===== config.mk =====
export PLATFORM = sky130hd
export DESIGN_NAME = prog_clkgen_multi
export DESIGN_NICKNAME = d
export VERILOG_FILES = /design/src/rtl/prog_clkgen_multi.sv
export SDC_FILE = /design/constraint.sdc
export NUM_CORES = 1
export LEC_CHECK = 0
export CORE_MARGIN = 1.5
export CORE_UTILIZATION = 25
export CTS_CLUSTER_DIAMETER = 100
export DETAILED_ROUTE_END_ITERATION = 8
export SETUP_SLACK_MARGIN = 0.1
export SYNTH_ARGS = -nofsm -noshare
export SYNTH_HDL_FRONTEND = slang
export SYNTH_SLANG_ARGS = --single-unit

===== constraint.sdc =====
create_clock -name clk -period 3.8 [get_ports clk]
set_input_delay 0.57 -clock clk [delete_from_list [all_inputs] [get_ports clk]]
set_output_delay 0.57 -clock clk [all_outputs]
set_load 0.02 [all_outputs]

===== src/rtl/prog_clkgen_multi.sv =====
// NUM_CH-channel programmable clock/pulse generator: per-channel phase/ton/toff in clk cycles,
// shadow config written through a valid/ready port and applied at period boundaries.
module prog_clkgen_multi #(
  parameter int NUM_CH = 4,
  parameter int CNT_W  = 16
) (
  input  logic                      clk,
  input  logic                      rst_n,
  input  logic                      cfg_valid,
  output logic                      cfg_ready,
  input  logic [$clog2(NUM_CH):0]   cfg_ch,
  input  logic [CNT_W-1:0]          cfg_phase,
  input  logic [CNT_W-1:0]          cfg_ton,
  input  logic [CNT_W-1:0]          cfg_toff,
  output logic                      cfg_err,
  input  logic [NUM_CH-1:0]         en,
  output logic [NUM_CH-1:0]         clk_out,
  output logic [NUM_CH-1:0]         rise_stb,
  output logic [NUM_CH-1:0]         active
);

  localparam int CH_W = $clog2(NUM_CH) + 1;
  localparam logic [CH_W-1:0]  LP_NUM_CH = CH_W'(NUM_CH);
  localparam logic [CNT_W-1:0] LP_ONE    = CNT_W'(1);

  localparam logic [1:0] ST_IDLE  = 2'd0;
  localparam logic [1:0] ST_PHASE = 2'd1;
  localparam logic [1:0] ST_HIGH  = 2'd2;
  localparam logic [1:0] ST_LOW   = 2'd3;

  logic r_cfg_ready;
  logic r_cfg_err;
  logic w_cfg_acc;

  assign w_cfg_acc = cfg_valid && r_cfg_ready;
  assign cfg_ready = r_cfg_ready;
  assign cfg_err   = r_cfg_err;

  always_ff @(posedge clk or negedge rst_n) begin
    if (!rst_n) begin
      r_cfg_ready <= 1'b0;
      r_cfg_err   <= 1'b0;
    end else begin
      r_cfg_ready <= 1'b1;
      r_cfg_err   <= w_cfg_acc && (cfg_ch >= LP_NUM_CH);
    end
  end

  for (genvar g = 0; g < NUM_CH; g++) begin : g_ch
    logic [1:0]       r_state, w_nstate;
    logic [CNT_W-1:0] r_cnt, w_ncnt;
    logic [CNT_W-1:0] r_sh_phase, r_sh_ton, r_sh_toff;
    logic [CNT_W-1:0] r_lv_ton, r_lv_toff;
    logic [CNT_W-1:0] w_t, w_f;
    logic             w_load, w_start, w_wr, w_clk;
    logic             r_clk_out, r_rise;

    assign w_wr = w_cfg_acc && (cfg_ch == CH_W'(g));

    // Every period starts through w_start so ton=0/toff=0 degenerate cases share one path:
    // ton=0 parks in LOW, toff=0 re-enters HIGH at its own boundary.
    always_comb begin
      w_nstate = r_state;
      w_ncnt   = r_cnt;
      w_load   = 1'b0;
      w_start  = 1'b0;
      w_t      = r_lv_ton;
      w_f      = r_lv_toff;
      if (!en[g]) begin
        w_nstate = ST_IDLE;
        w_ncnt   = '0;
      end else begin
        case (r_state)
          ST_IDLE: begin
            w_load = 1'b1;
            w_t    = r_sh_ton;
            w_f    = r_sh_toff;
            if (r_sh_phase != '0) begin
              w_nstate = ST_PHASE;
              w_ncnt   = r_sh_phase;
            end else begin
              w_start = 1'b1;
            end
          end
          ST_PHASE: begin
            if (r_cnt <= LP_ONE) w_start = 1'b1;
            else                 w_ncnt  = r_cnt - LP_ONE;
          end
          ST_HIGH: begin
            if (r_cnt > LP_ONE) begin
              w_ncnt = r_cnt - LP_ONE;
            end else if (r_lv_toff != '0) begin
              w_nstate = ST_LOW;
              w_ncnt   = r_lv_toff;
            end else begin
              w_load  = 1'b1;
              w_start = 1'b1;
              w_t     = r_sh_ton;
              w_f     = r_sh_toff;
            end
          end
          default: begin
            if (r_cnt > LP_ONE) begin
              w_ncnt = r_cnt - LP_ONE;
            end else begin
              w_load  = 1'b1;
              w_start = 1'b1;
              w_t     = r_sh_ton;
              w_f     = r_sh_toff;
            end
          end
        endcase
        if (w_start) begin
          if (w_t != '0) begin
            w_nstate = ST_HIGH;
            w_ncnt   = w_t;
          end else begin
            w_nstate = ST_LOW;
            w_ncnt   = w_f;
          end
        end
      end
    end

    // Output reflects the state held before the edge, giving the one-cycle E+1 latency.
    assign w_clk = en[g] && (r_state == ST_HIGH);

    always_ff @(posedge clk or negedge rst_n) begin
      if (!rst_n) begin
        r_state    <= ST_IDLE;
        r_cnt      <= '0;
        r_sh_phase <= '0;
        r_sh_ton   <= LP_ONE;
        r_sh_toff  <= LP_ONE;
        r_lv_ton   <= LP_ONE;
        r_lv_toff  <= LP_ONE;
        r_clk_out  <= 1'b0;
        r_rise     <= 1'b0;
      end else begin
        r_state   <= w_nstate;
        r_cnt     <= w_ncnt;
        r_clk_out <= w_clk;
        r_rise    <= w_clk && !r_clk_out;
        if (w_wr) begin
          r_sh_phase <= cfg_phase;
          r_sh_ton   <= cfg_ton;
          r_sh_toff  <= cfg_toff;
        end
        if (w_load) begin
          r_lv_ton  <= r_sh_ton;
          r_lv_toff <= r_sh_toff;
        end
      end
    end

    assign clk_out[g]  = r_clk_out;
    assign rise_stb[g] = r_rise;
    assign active[g]   = (r_state != ST_IDLE);
  end

endmodule


==> results.md, run 1 <==
* Min-Delay Path Class: in2async
* Post-Syn Instances at roughly 1900
* Max-cap viol count at 0
* Largest net degree at the start of global routing at between 90 and 100
* YS warnings at 0
* Post-synth top flop: dfrtp_1
* CTS tree: built
* Avg Cell Area, Syn at around 11 um2
* Final worst path period share at 0.981
* Fin crit period at around 3.7 ns
* Synthesized Nets at ~2000
* Antenna viol nets, final at 0
* Cell Rows at approximately 110
* Vias at around 17000
* DIE HEIGHT at between 200 and 300 um
* WP data required at 4.33 ns
* CP top delay family: simple AND/OR/NAND/NOR gates
* Worst EP arrival at 4.26 ns
* Core area at 83600 um2
* Top-Level Pins at just over 70
* Final Wtd Congestion at about 0.94
* Max Slew Vio Count at 0
* Commonest non-fill, non-tap cell in the layout: dfrtp_1
* Layout filler cell count at 8507
* Final setup viols at 0
* Num Clock Sinks at 402
* First-pass GRT wire length at around 110000 um
* Peak supply drop at roughly 0.43 mV
* Max Fclk at 268 MHz
* Setup Total Neg Slack at 0 ns
* CP Cell Sequence: or4_4 -> or4_4 -> buf_6 -> o311ai_4 -> o31ai_4 -> or4_4 -> or4_4 -> o2111ai_1 -> and3_1
* Total Power at 0.0203 W
* Vias/cell at ~5.4
* Max FO, Critical Path at 7
* Actual slew at the worst max-slew pin at 0.842 ns
* Post-Route Skew at around 0.021 ns
* Initial antenna violation count at 15
* Final Net Count at around 2000
* Synth async-reset ratio at 1.00
* Commonest cells after routing, fill and taps aside: 386 x dfrtp_1, 321 x mux2_2, 110 x nor2_1, 110 x nand2_1, 99 x mux2i_1
* DR DRC count at 0
* Vias in the first global route at ~16000
* Half-perimeter wire length after placement at between 40000 and 50000 um
* Num CTS Buffers at 46
* Post-synth EDFFs at 0
* P per Cell Area at 806 nW/um2
* Area growth syn-to-layout at 19.2%
* Synth area leader: dfrtp_1
* Synth cell types at approximately 80
* Initial DRT Pass Iterations at 5
* Clk slew on worst S/H paths at around 0.060 ns
* Initial Util at 0.252
* Gr ovfl total at 0
* CP Capture Type: flip-flop
* Flip-flop and latch count after synthesis at between 400 and 500
* Die Wd at 293 um
* Top post-synthesis cells by area: dfrtp_1 46%, mux2_2 17%, mux2i_1 4.7%, dfstp_2 2.0%, nand2_1 2.0%
* Layout cells sized above 1 at 0.263
* CTS HTree Levels at 2
* Drt wl/cell at approximately 23 um
* Relative slew slack at 0.439
* WL final at 70200 um
* Leakage power at 10.6 nW
* Status: finished clean
* Post-synthesis sequential area ratio at 0.478
* Crit Path Class: reg2reg
* GR Util All Layers at 0.160
* Worst stage delay on the critical path at approximately 0.62 ns
* Synth Cell Area at approximately 21000 um2
* WP buf/inv at 1
* Clk_lat worst skew at roughly 0.60 ns
* Critical Path Source Type: flip-flop
* PortBufs at 71
* Unrepaired setup endpoints after global routing: yes
* Clk buf depth at 3
* Top-area cell type share of the netlist area at 0.458
* Fin. Hold Viols at 0
* Crit path top cell by count: or4_4
* CTS Root Cell: clkbuf_16
* Crit path max-delay cell type: or4_4
* Iteration-0 DRC Markers at approximately 1700
* DIE AREA at between 80000 and 90000 um2
power breakdown:
group,leakage (nW),total [W],internal (W),switching [W]
Sequential,4.98,0.00753,0.00582,0.00171
Clock,0.800,0.00486,0.00297,0.00189
Combinational,4.77,0.00786,0.00362,0.00424
final cells by class:
type | instances | area, um2 | share of cell area
Clock buffer | 63 | 1320 | 0.0524
Antenna cell | 3 | 7.51 | 0.000299
Inverter | 29 | 109 | 0.00433
Clock inverter | 22 | 332 | 0.0132
Timing Repair Buffer | 157 | 1450 | 0.0577
Tap cell | 1080 | 1350 | 0.0538
Multi-Input combinational cell | 1354 | 10500 | 0.417
Sequential cell | 402 | 10100 | 0.401
flip-flops by register name, summed over array words and instances, names as in the netlist:
register / flops
g_ch.r_rise: 4
g_ch.r_lv_ton: 64
g_ch.r_sh_ton: 64
cfg_ready: 1
g_ch.r_cnt: 64
g_ch.r_state: 8
cfg_err: 1
g_ch.r_sh_toff: 64
g_ch.r_sh_phase: 64
g_ch.r_clk_out: 4
g_ch.r_lv_toff: 64
layer usage:
layer	part of all wire	up-vias	wire (um)	GRT usage
met1	0.44	8448	30700	0.224
met3	0.096	137	6760	0.0409
met5	0	-	0	0
met2	0.43	813	30500	0.242
li1	-	7361	-	-
met4	0.032	0	2260	0.0471
stage by stage:
stage / hold WS (ns) / util / setup WS [ns] / cells / cell area, um2
finish: 0.00132 / 0.301 / 0.0714 / 3110 / 25100
global route: 0.0582 / 0.301 / 0.0144 / 3107 / 25100
CTS: 0.0383 / 0.299 / 0.0548 / 3102 / 25000
detailed placement: 0.420 / 0.279 / 0.0226 / 3016 / 23300
global placement: 0.413 / 0.279 / 0.0753 / 3016 / 23300
floorplan: 0.274 / - / 0.165 / 1914 / 21100
cell usage after synthesis, types with 5 or more instances:
| cell type | number |
|---|---|
| nand4_1 | 8 |
| a22oi_1 | 28 |
| nor3_1 | 34 |
| o41ai_1 | 5 |
| a31oi_1 | 22 |
| o22ai_1 | 8 |
| o21ai_0 | 77 |
| a311oi_1 | 5 |
| or4_1 | 25 |
| nor2_1 | 111 |
| o31a_1 | 6 |
| o2111ai_1 | 6 |
| buf_1 | 28 |
| nor2b_1 | 5 |
| dfstp_2 | 16 |
| nand2_1 | 111 |
| xor2_1 | 33 |
| mux2_2 | 321 |
| clkbuf_1 | 90 |
| nand2b_1 | 10 |
| dfrtp_1 | 386 |
| o31ai_1 | 15 |
| o221ai_1 | 13 |
| nand3_1 | 45 |
| a211oi_1 | 7 |
| nor4_1 | 57 |
| buf_4 | 8 |
| mux2i_1 | 99 |
| a21o_1 | 14 |
| o211ai_1 | 35 |
| a21oi_1 | 60 |
| a221oi_1 | 21 |
| ha_1 | 8 |
| o311a_1 | 7 |
| or3_1 | 10 |
| xnor2_1 | 20 |
| a221o_1 | 7 |
| and3_1 | 44 |
| o21a_1 | 6 |
| inv_1 | 25 |
what timing repair did:
item / 4_1_cts / 5_1_grt
endpoints found under the setup margin: 5 / 24
pin swaps: 1 / 14
gates cloned: 0 / 1
resized for setup: 0 / 18
setup buffers: 1 / 4
hold buffers: 0 / 0
final timing paths:
| path | from | endpoint | slack, ns | cells past startpoint |
|---|---|---|---|---|
| max | g_ch[0].r_cnt[8] | g_ch[0].r_cnt[1] | 0.07 | 9 |
| max reg2reg | g_ch[0].r_cnt[8] | g_ch[0].r_cnt[1] | 0.07 | 9 |
| max in group asynchronous | rst_n | g_ch[3].r_sh_phase[6] | 2.73 | 2 |
| min | rst_n | g_ch[1].r_rise | 0.001 | 1 |
| min in group clk | g_ch[3].r_clk_out | g_ch[3].r_rise | 0.42 | 1 |
| min reg2reg | g_ch[3].r_clk_out | g_ch[3].r_rise | 0.42 | 1 |
logic make-up (layout without fill, tap and decap cells):
family	after synthesis	after routing	synth area share
muxes	420	420	0.218
and+or+nand+nor	483	484	0.116
other	1	4	0.000178
AOI/OAI and AO/OA	388	388	0.130
xor gates and xnor gates	53	53	0.0220
DFF	402	402	0.478
buffers and inverters	159	271	0.0309
adders and majority gates	8	8	0.00475
worst reg2reg max path: stages, from the launching register on:
cell       delay [ns]
dfrtp_1          0.38
or4_4            0.55
or4_4            0.53
buf_6            0.17
o311ai_4         0.30
o31ai_4          0.13
or4_4            0.56
or4_4            0.62
o2111ai_1        0.25
and3_1           0.17
Power figures use the tool's default switching activity.
==> inputs of run 2 (changes only) <==
- ABC_AREA: default -> 1
==> results.md, run 2 <==
* Half-perimeter wire length after placement at just under 60000 um
* Crit Reg-Reg Startpoint: g_ch[3].r_cnt[0]
* CP Capture Type: output pin
* Sw frac at 0.428
* Leakage power at approximately 12 nW
* Final worst path period share at 0.912
* Critical Path Source Type: flip-flop
* CP Cell Sequence: nor2_2 -> inv_1 -> clkdlybuf4s50_1
* Comb pwr share at 0.381
* DIE HEIGHT at 311 um
* Post-synth EDFFs at 0
* Gr ovfl total at 0
* Max FO, Critical Path at 18
* Final Wtd Congestion at just under 1
* Synthesized Nets at about 3400
* Crit Path Class: reg2out
* Post-CTS Setup Bufs at 0
* Num Clock Sinks at about 400
* Post-Route Skew at ~0.014 ns
* Min-Delay Path Class: reg2reg
* Clock share of power at 0.246
* FF-to-FF End: g_ch[3].r_cnt[12]
* Unrepaired setup endpoints after global routing: no
* Synth async-reset ratio at 1.00
* Most common cell in the netlist: nand2_1
* Max Slew Vio Count at 0
* P_sw at ~0.0081 W
* Flip-flop and latch count after synthesis at around 400
* Crit path max-delay cell type: clkdlybuf4s50_1
* Worst Hold End: g_ch[1].r_rise
* Relative slew slack at 0.220
* Peak supply drop at 0.312 mV
* Synth cell types at 51
* CTS tree: built
* Initial DRT Pass Iterations at 6
* Top-area cell type share of the netlist area at 0.408
* Die Wd at between 300 and 400 um
* Commonest non-fill, non-tap cell in the layout: nand2_1
* First-pass GRT wire length at 128000 um
* Clk buf depth at 3
* Vias/cell at 4.98
* Place WS at 0.536 ns
* CTS HTree Levels at 2
* Final setup viols at 0
* Worst EP arrival at about 2.9 ns
* Max-cap viol count at 0
* Layout cells sized above 1 at 0.0724
* Antenna viol nets, final at 0
* Fin. Hold Viols at 0
* DR DRC count at 0
* Final Net Count at 3383
* Vias in the first global route at roughly 21000
* Post-layout util at 0.292
* Initial antenna violation count at 9
* Top post-synthesis cells by area: dfrtp_1 41%, nand2_1 13%, o21ai_0 12%, inv_1 5.0%, nand3_1 4.9%
* WHS Path Cells at 1
* P per Cell Area at between 600 and 700 nW/um2
* PortBufs at approximately 70
* Actual slew at the worst max-slew pin at 1.17 ns
* R2R cell count at 10
* WL final at between 80000 and 90000 um
* Reg power frac at 0.373
* Fin crit period at around 3.5 ns
* WP data required at ~3.2 ns
* Num CTS Buffers at 47
* Avg Cell Area, Syn at just over 7 um2
* Top-Level Pins at 72
* Worst stage delay on the critical path at around 0.77 ns
* Clk_lat worst skew at 0.60 ns
* Layout filler cell count at between 10000 and 15000
* Iteration-0 DRC Markers at 2876
* R2R Setup Slk at about 0.62 ns
* Worst setup margin at 0.335 ns
* Commonest cells after routing, fill and taps aside: 817 x nand2_1, 549 x o21ai_0, 386 x dfrtp_1
* Max Fclk at slightly below 300 MHz
* Status: finished clean
* Inserted Diodes at 0
* Synth Cell Area at about 24000 um2
* YS warnings at 0
* Clk slew on worst S/H paths at roughly 0.06 ns
* Synth area leader: dfrtp_1
* Post-Syn Instances at around 3300
* Vias at roughly 23000
* Post-synth top flop: dfrtp_1
* CTS Root Cell: clkbuf_16
* Min-delay src: g_ch[1].r_clk_out
* Largest net degree at the start of global routing at between 90 and 100
* Post-synthesis sequential area ratio at 0.426
* Cell Rows at around 110
* Drt wl/cell at around 18 um
* Top cells by count, synth: 822 x nand2_1, 549 x o21ai_0, 386 x dfrtp_1
* DIE AREA at 96400 um2
* Setup Total Neg Slack at 0 ns
* Core area at between 90000 and 100000 um2
* GR Util All Layers at 0.168
* Initial Util at 0.253
* Pint at approximately 0.011 W
* Area growth syn-to-layout at 15.3%
==> run 2: changes by cell type after synthesis, moves of 46 or more <==
cell     before  now
a21oi_1      60  229
inv_1        25  318
mux2_2      321    0
mux2i_1      99    0
nand2_1     111  822
nand3_1      45  230
nor2_1      111  273
nor4_1       57   11
o21ai_0      77  549
==> run 2: final cells by class <==
type | instances | area, um2 | share of cell area
multi-input combinational | 2407 | 11600 | 0.424
sequential | 402 | 10100 | 0.370
tap | 1254 | 1570 | 0.0575
clock buffer | 68 | 1380 | 0.0505
timing repair buffer | 132 | 1250 | 0.0459
inverter | 327 | 1230 | 0.0450
clock inverter | 19 | 198 | 0.00725
==> run 2: worst max path at each step <==
| stage | from | to | slack [ns] | cells past startpoint |
|---|---|---|---|---|
| final | g_ch[1].r_state[1] | active[1] | 0.33 | 3 |
| after floorplan | g_ch[2].r_cnt[0] | g_ch[2].r_cnt[13] | 1.41 | 17 |
| after CTS | g_ch[1].r_state[1] | active[1] | 0.11 | 3 |
| after global placement | g_ch[2].r_cnt[0] | g_ch[2].r_cnt[1] | 0.68 | 12 |
| after global routing | g_ch[1].r_state[1] | active[1] | 0.25 | 3 |
| after detailed placement | g_ch[2].r_cnt[0] | g_ch[2].r_cnt[1] | 0.54 | 12 |
==> run 2: worst max-delay path: cells and delay by family, from the launching register on <==
kind	cells	cell delay (ns)
AND/OR/NAND/NOR	1	0.24
flip-flops	1	0.73
buffers and inverters	2	1.32
==> run 2: repair_timing <==
action | in CTS | in global routing
gates resized for setup | 0 | 2
setup endpoints to repair | 0 | 4
hold endpoints to repair | 6 | 0
hold buffers | 1 | 0
==> run 2: cell families after synthesis <==
kind of cell / after synthesis / synth area share
buffers and inverters: 510 / 0.0870
other: 1 / 0.000159
and+or+nand+nor: 1432 / 0.255
xor gates and xnor gates: 31 / 0.0115
adders and majority gates: 8 / 0.00423
AOI/OAI and AO/OA: 935 / 0.216
DFF: 402 / 0.426
==> run 2: metal layers <==
layer | global-route usage | wire length [um] | up-vias | part of all wire
met2 | 0.253 | 35700 | 1019 | 0.43
met4 | 0.0484 | 2270 | 4 | 0.027
met5 | 0 | 27 | - | 0.00033
met1 | 0.245 | 37800 | 10773 | 0.45
li1 | - | - | 11024 | -
met3 | 0.0285 | 7260 | 123 | 0.087
==> run 2: per-stage QoR <==
step	hold slack [ns]	total power, W	instances	cell area, um2
global route	0.452	0.0204	4609	27300
floorplan	0.274	0.0119	3319	23600
finish	0.430	0.0190	4609	27300
detailed placement	0.428	0.0142	4521	25700
global placement	0.423	0.0141	4521	25700
CTS	0.438	0.0190	4609	27300
==> run 2: power groups by stage <==
| stage | registers (W) | logic (W) | clock network, W |
|---|---|---|---|
| final | 0.00708 | 0.00725 | 0.00468 |
| after global routing | 0.00725 | 0.00822 | 0.00493 |
| after CTS | 0.00703 | 0.00718 | 0.00477 |
| after detailed placement | 0.00708 | 0.00714 | 0 |
| after global placement | 0.00708 | 0.00705 | 0 |
| after floorplan | 0.00654 | 0.00536 | 0 |
==> inputs of run 3 (changes only) <==
- CORE_UTILIZATION: 25 -> 40
- SETUP_SLACK_MARGIN: 0.1 -> default
==> results.md, run 3 (same netlist as run 2, synthesis figures left out) <==
* Post-Route Skew at ~0.016 ns
* Worst stage delay on the critical path at a little over 0.6 ns
* Sw frac at 0.420
* Crit path max-delay cell type: clkdlybuf4s50_1
* WHS Path Cells at 1
* R2R Setup Slk at 0.71 ns
* Die Wd at ~250 um
* Metal2 WL at 34600 um
* Clk slew on worst S/H paths at ~0.060 ns
* Final worst path period share at 0.881
* Layout filler cell count at between 5000 and 6000
* Top routing layer in use: met5
* Crit Path Class: reg2out
* Max FO, Critical Path at 18
* Post-DP Area at 25200 um2
* PortBufs at 71
* GR Util All Layers at 0.264
* Vias at around 23000
* CP top delay family: buffers and inverters
* Final Wtd Congestion at between 0.9 and 1
* Core area at ~58000 um2
* Cell Rows at roughly 90
* Comb pwr share at 0.376
* Max-cap viol count at 0
* Post-CTS Setup Bufs at 0
* Drt wl/cell at slightly below 20 um
* CTS Hold Bufs at 1
* Min-Delay Path Class: reg2reg
* Pint at between 0.01 and 0.015 W
* R2R cell count at 12
* DR DRC count at 0
* Leakage power at between 10 and 15 nW
* Status: finished clean
* Crit. path cell count at 3
* Fin. Hold Viols at 0
* Final Net Count at around 3400
* Fin crit period at ~3.3 ns
* Max Slew Vio Count at 0
* Unrepaired setup endpoints after global routing: no
* Final setup viols at 0
* Antenna viol nets, final at 0
* Gr ovfl total at 0
* Area growth syn-to-layout at 13.5%
* DIE AREA at about 61000 um2
* P_sw at 0.00805 W
* Half-perimeter wire length after placement at roughly 57000 um
* WP data required at around 3.2 ns
* P per Cell Area at 714 nW/um2
* WL met3 at approximately 6600 um
* M1 WL at approximately 36000 um
* Vias in the first global route at slightly above 20000
* Initial DRT Pass Iterations at 6
* Initial antenna violation count at 11
* Setup Total Neg Slack at 0 ns
* CP Capture Type: output pin
* CTS tree: built
* Layout cells sized above 1 at 0.0748
* Initial Util at 0.408
* CP Cell Sequence: nor2_1 -> inv_1 -> clkdlybuf4s50_1
* WP buf/inv at 2
* CTS HTree Levels at 2
* Top-Level Pins at 72
* Critical Path Source Type: flip-flop
* Worst hold slack at approximately 0.44 ns
* Worst EP arrival at roughly 2.8 ns
* Num Clock Sinks at about 400
* Reg power frac at 0.369
* First-pass GRT wire length at between 100000 and 150000 um
* Post-route cell area at 26800 um2
* Clock share of power at 0.255
* Register Area at roughly 10000 um2
* Peak supply drop at about 0.38 mV
* Relative slew slack at 0.367
* Largest net degree at the start of global routing at slightly below 100
* Actual slew at the worst max-slew pin at between 0.9 and 1 ns
* Clk_lat worst skew at roughly 0.60 ns
* Max Fclk at 299 MHz
* Post-CTS Resized at 0
* WL final at 79800 um
* Clk buf depth at 3
* Multi-input logic area at roughly 12000 um2
* Vias/cell at about 5.5
* Num CTS Buffers at 47
* CTS Root Cell: clkbuf_16
* Commonest cells after routing, fill and taps aside: 817 x nand2_1, 549 x o21ai_0, 386 x dfrtp_1
* DIE HEIGHT at roughly 250 um
* Iteration-0 DRC Markers at 2542
* Commonest non-fill, non-tap cell in the layout: nand2_1
## run 3: changes by cell type in the layout (fill, tap and decap cells not counted), moves of 2 or more
| cell | delta |
|---|---|
| buf_4 | +11 |
| diode_2 | +8 |
| bufinv_16 | +5 |
| clkbuf_8 | -3 |
| clkinv_4 | -3 |
| inv_6 | -2 |
| nor2_1 | +2 |
| nor2_2 | -2 |
## run 3: stage by stage
stage / util / instances / total power, W / setup WS (ns)
final: 0.463 / 4140 / 0.0192 / 0.453
after global routing: 0.462 / 4132 / 0.0206 / 0.393
after CTS: 0.462 / 4132 / 0.0192 / 0.508
after detailed placement: 0.434 / 4044 / 0.0142 / 0.720
after global placement: 0.434 / 4044 / 0.0141 / 0.710
after floorplan: - / 3319 / 0.0119 / 1.41
## run 3: power groups by stage
stage / clock network, W / registers, W / logic (W)
after global routing: 0.00514 / 0.00723 / 0.00820
after global placement: 0 / 0.00708 / 0.00706
after CTS: 0.00498 / 0.00702 / 0.00715
after detailed placement: 0 / 0.00708 / 0.00711
final: 0.00489 / 0.00706 / 0.00721
after floorplan: 0 / 0.00654 / 0.00536
## run 3: area by class of cell
type,instances,share of cell area
multi-input combinational,2407,0.431
clock buffer,65,0.0490
tap,765,0.0357
antenna,8,0.000746
sequential,402,0.376
inverter,327,0.0457
clock inverter,22,0.0124
timing repair buffer,144,0.0504
## run 3: final timing paths
| check | start | endpoint |
|---|---|---|
| worst max-delay path | g_ch[1].r_state[1] | active[1] |
| worst min-delay path | g_ch[1].r_clk_out | g_ch[1].r_rise |
| worst max register to register | g_ch[3].r_cnt[0] | g_ch[3].r_lv_ton[7] |
| worst min register to register | g_ch[1].r_clk_out | g_ch[1].r_rise |
| max in group asynchronous | rst_n | g_ch[1].r_cnt[0] |
| min in group asynchronous | rst_n | g_ch[0].r_sh_ton[12] |
## run 3: layer usage
metal  up-vias  global-route usage
met2       897               0.392
met3       135              0.0398
met5         -                   0
met1     10680               0.391
met4         4              0.0855
li1      11042                   -
